`config.mk`:
```
export PLATFORM = sky130hd
export DESIGN_NAME = addsub_multicycle
export DESIGN_NICKNAME = d
export VERILOG_FILES = /design/src/rtl/addsub_multicycle.sv
export SDC_FILE = /design/constraint.sdc
export NUM_CORES = 1
export LEC_CHECK = 0
export CAP_MARGIN = 20
export CORE_MARGIN = 4
export CORE_UTILIZATION = 60
export DETAILED_ROUTE_END_ITERATION = 10
export DONT_BUFFER_PORTS = 1
export PLACE_DENSITY = 0.74
export SLEW_MARGIN = 20
export SYNTH_ARGS = -nofsm -noshare
export SYNTH_HDL_FRONTEND = slang
export SYNTH_SLANG_ARGS = --single-unit
```
`constraint.sdc`:
```
create_clock -name clk -period 7.56 [get_ports clk]
set_clock_uncertainty 0.1 [all_clocks]
set_input_delay 0.378 -clock clk [delete_from_list [all_inputs] [get_ports clk]]
set_output_delay 0.378 -clock clk [all_outputs]
set_load 0.1 [all_outputs]
```
`src/rtl/addsub_multicycle.sv`:
```
// Multi-cycle two's-complement adder/subtractor: one CHUNK-bit slice per cycle, LSB first,
// with a registered inter-slice carry, optional saturation and N/Z/V flags.
module addsub_multicycle #(
    parameter int unsigned WIDTH = 16,
    parameter int unsigned CHUNK = 4
) (
    input  logic             clk,
    input  logic             rst,
    input  logic             start,
    input  logic [WIDTH-1:0] a,
    input  logic [WIDTH-1:0] b,
    input  logic             is_sub,
    input  logic             sat,
    output logic             busy,
    output logic             done,
    output logic [WIDTH-1:0] sum,
    output logic             ovfl,
    output logic             neg,
    output logic             zero
);

    localparam int unsigned NCHUNK = WIDTH / CHUNK;
    localparam int unsigned IDXW   = (NCHUNK > 1) ? $clog2(NCHUNK) : 1;
    localparam logic [IDXW-1:0]  LAST_IDX = IDXW'(NCHUNK - 1);
    localparam logic [WIDTH-1:0] SAT_MAX  = {1'b0, {(WIDTH - 1){1'b1}}};
    localparam logic [WIDTH-1:0] SAT_MIN  = {1'b1, {(WIDTH - 1){1'b0}}};

    typedef enum logic {StIdle, StCalc} state_t;

    state_t           state_q;
    logic [IDXW-1:0]  idx_q;
    logic             carry_q;
    logic             sat_q;
    logic [WIDTH-1:0] opa_q;
    logic [WIDTH-1:0] opb_q;
    logic [WIDTH-1:0] res_q;

    logic [CHUNK:0]   slice_sum;
    logic             msb_cin;
    logic             v;
    logic [WIDTH-1:0] res_next;
    logic [WIDTH-1:0] final_sum;

    // Operands shift right each cycle, so the active slice is always the low CHUNK bits and,
    // on the last cycle, bit CHUNK-1 is the operand MSB.
    always_comb begin
        slice_sum = {1'b0, opa_q[CHUNK-1:0]} + {1'b0, opb_q[CHUNK-1:0]}
                  + {{CHUNK{1'b0}}, carry_q};
        res_next  = (res_q >> CHUNK) | (WIDTH'(slice_sum[CHUNK-1:0]) << (WIDTH - CHUNK));
        msb_cin   = opa_q[CHUNK-1] ^ opb_q[CHUNK-1] ^ slice_sum[CHUNK-1];
        v         = msb_cin ^ slice_sum[CHUNK];
        final_sum = (sat_q && v) ? (opa_q[CHUNK-1] ? SAT_MIN : SAT_MAX) : res_next;
    end

    always_ff @(posedge clk) begin
        if (rst) begin
            state_q <= StIdle;
            idx_q   <= '0;
            carry_q <= 1'b0;
            sat_q   <= 1'b0;
            opa_q   <= '0;
            opb_q   <= '0;
            res_q   <= '0;
            busy    <= 1'b0;
            done    <= 1'b0;
            sum     <= '0;
            ovfl    <= 1'b0;
            neg     <= 1'b0;
            zero    <= 1'b0;
        end else begin
            done <= 1'b0;
            unique case (state_q)
                StIdle: begin
                    if (start) begin
                        opa_q   <= a;
                        opb_q   <= is_sub ? ~b : b;
                        carry_q <= is_sub;
                        sat_q   <= sat;
                        idx_q   <= '0;
                        busy    <= 1'b1;
                        state_q <= StCalc;
                    end
                end
                StCalc: begin
                    opa_q   <= opa_q >> CHUNK;
                    opb_q   <= opb_q >> CHUNK;
                    carry_q <= slice_sum[CHUNK];
                    res_q   <= res_next;
                    idx_q   <= idx_q + IDXW'(1);
                    if (idx_q == LAST_IDX) begin
                        sum     <= final_sum;
                        ovfl    <= v;
                        neg     <= final_sum[WIDTH-1];
                        zero    <= (final_sum == '0);
                        done    <= 1'b1;
                        busy    <= 1'b0;
                        state_q <= StIdle;
                    end
                end
                default: state_q <= StIdle;
            endcase
        end
    end

endmodule

```
==> results.toml <==
[outcome]
status = "finished clean"

[synth]
synth_area_leaders = "dfxtp_1, nor2_1, mux2i_1"
synth_top_cell_area_share = 0.453
yosys.cell_types.count = 38
ys.flop_type = "dfxtp_1"
synth_common_cells = "nor2_1, dfxtp_1, a21oi_1"
avgSynthCellArea_um2 = 9.39
ys_ff_latch = 69
synth_top_family_by_area = "compound AO/OA/AOI/OAI gates"
synthSimpleGateAreaFrac = 0.133
syn_area_um2 = 3050
synth_xor_area_frac = 0.0599
synth_fa_ha_area_frac = 0.0295
synth_fp_nets = 368
synth.most_common_cell = "nor2_1"
synth_mux_area_frac = 0.0886
yosysTopAreaCell = "dfxtp_1"
yosysSeqAreaShare = 0.453
synth_edf_count = 0
yosysWarnings = 0
syn_inst = 325
synth_compound_area_frac = 0.189
synthArstFlopShare = 0

[run]
maxCapViolations = 0

[global_route]
grt_usage = 0.198
met1_usage = 0.241
antenna_found_initial = 0
overflow = 0
grt_max_degree = 75
grt_pass1_wl_um = 9660
grt_pass1_vias = 2024
grtUsageMet3 = 0.0816
top_usage_layer = "met2"
use_met2 = 0.308

[critical_path]
worst-path-buf-inv = 0
reg2reg_to = "sum[2]$_SDFFE_PP0P_"
path_cells = "fa_1 > fa_1 > a21o_1 > a21oi_4 > xnor2_1 > nor4_4 > a221o_2"
crit_top_cell = "fa_1"
endpoint_kind = "register"
rrSetupSlack_ns = 4.88
reg2regPathDepth = 7
cpMaxStageDelayCell = "nor4_4"
worstPathArrival_ns = 2.85
reg2reg_from = "carry_q$_SDFFE_PP0P_"
start_kind = "register"
slowest_delay_ns = 0.51
cp.required_ns = 7.74
crit_family = "adder cells"
critPathMaxFanout = 14
crit_type = "reg2reg"

[detailed_routing]
totalWireLength_um = 5760
drt_iter0_drc = 128
post_drt_via_cell_ratio = 5.60
antenna_left = 0
drc_errors = 0
first_pass_iters = 4
wl_per_cell_um = 14.9
dr_total_vias = 2162

[worst_hold_path]
min_from = "rst"
min_to = "ovfl$_SDFFE_PP0P_"
whs_path_depth = 1
hold_class = "in2reg"

[final_layout]
fin_area_um2 = 3250
antennaDiodeCount = 0
nets = 357
final_cell_count_no_fill = 386
layout-drive-gt1-share = 0.0972
area_growth_pct = 6.35

[cts]
clkLatencyLatePin_ns = 0.33
cts_tree = "done"
cts_max_path_buffers = 2
cts_root_buf = "clkbuf_8"
cts.sinks = 69
cts_inserted_buffers = 9
cts-resized-gates = 0
post_cts_buffers = 0
cts.hold.buffers_added = 2
cts_max_level = 3
cts.clk_slew.worst_paths_ns = 0.07

[timing]
hold_slack_ns = 0.0226
period_minus_slack_ns = 2.68
timing_hold_violations_final = 0
worstMarginPinSlew_ns = 1.01
fmax_ghz = 0.374
grt_setup_unrepaired = "no"
setup_viol = 0
drv_slew = 0
relSlewSlack = 0.324
fin_tns_setup_ns = 0
finalCritPeriodShare = 0.354

[power_and_ir_drop]
vdd_drop_max_v = 0.000131
leakagePower_nw = 1.28
p_per_area_nw_per_um2 = 237
total_power_w = 0.000769

[floorplan]
num_io_pins = 58
die_w_um = 79.3
die_area_um2 = 6290
placementRows = 25
core-area_um2 = 4820
die_h_um = 79.3
initial_core_util = 0.634

[placed_design]
placed_cell_area_um2 = 3010
portBuffers = 0
gp_congestion = 0.786
place_inst = 367
hpwl_um = 3780
## worst max path at each step
stage,cells past startpoint,startpoint,to
3_3_place_gp,7,carry_q$_SDFFE_PP0P_,sum[2]$_SDFFE_PP0P_
6_report,7,carry_q$_SDFFE_PP0P_,sum[2]$_SDFFE_PP0P_
5_1_grt,7,carry_q$_SDFFE_PP0P_,sum[9]$_SDFFE_PP0P_
2_1_floorplan,8,carry_q$_SDFFE_PP0P_,sum[10]$_SDFFE_PP0P_
4_1_cts,7,carry_q$_SDFFE_PP0P_,sum[2]$_SDFFE_PP0P_
3_5_place_dp,7,carry_q$_SDFFE_PP0P_,sum[2]$_SDFFE_PP0P_
## report_power, final
part	leakage (nW)	switching (W)	internal, W
Sequential	0.564	0.0000155	0.000380
Clock	0.103	0.000132	0.000159
Combinational	0.613	0.0000435	0.0000387
Total	1.28	0.000191	0.000578
## placed cells by master, fill, tap and decap left out, types with 2 or more instances in the layout
cell type,count
a211oi_1,19
a21o_1,2
a21oi_1,30
a21oi_2,2
a21oi_4,2
a221o_1,10
a221o_2,4
clkbuf_8,10
clkinv_2,4
dfxtp_1,67
dfxtp_2,2
dlygate4sd3_1,2
fa_1,2
ha_1,4
inv_1,3
mux2i_1,27
nand2_1,4
nand3_1,2
nor2_1,76
nor2b_1,2
nor3_1,2
nor4_1,3
o21a_1,2
o21ai_0,2
or2_2,2
xnor2_1,19
## cells by family (layout without fill, tap and decap cells)
family / Yosys count / count (layout)
AO/OA/AOI/OAI: 79 / 79
XOR/XNOR: 20 / 20
adder cells (fa/ha/maj): 6 / 6
buffers and inverters: 29 / 23
flip-flops: 69 / 69
multiplexers: 27 / 27
AND/OR/NAND/NOR: 95 / 95
## per-layer routing
metal	vias up	routed length (um)	part of all wire
li1	1120	-	-
met1	988	2610	0.45
met2	49	2690	0.47
met3	5	378	0.066
met4	0	82	0.014
met5	-	0	0
## sequential cells by signal, indices dropped and copies added (netlist names)
| name | count |
|---|---|
| opa_q | 16 |
| opb_q | 16 |
| sum | 16 |
| res_q | 12 |
| idx_q | 2 |
| busy | 1 |
| carry_q | 1 |
| done | 1 |
| ovfl | 1 |
| sat_q | 1 |
| state_q | 1 |
| zero | 1 |
## cell type report
class                           count  area (um^2)
Clock buffer                       11          141
Fill cell                         409         1570
Multi-Input combinational cell    227         1530
Tap cell                           67         83.8
Clock inverter                      5         50.0
Inverter                            3         11.3
Timing Repair Buffer                4         47.5
Sequential cell                    69         1380
## per-stage QoR
step,utilization,worst slack [ns]
detailed placement,0.626,4.88
floorplan,-,5.06
CTS,0.672,4.86
global route,0.674,4.72
global placement,0.625,4.94
finish,0.674,4.88
No activity file was read; power rests on OpenSTA's default activity.
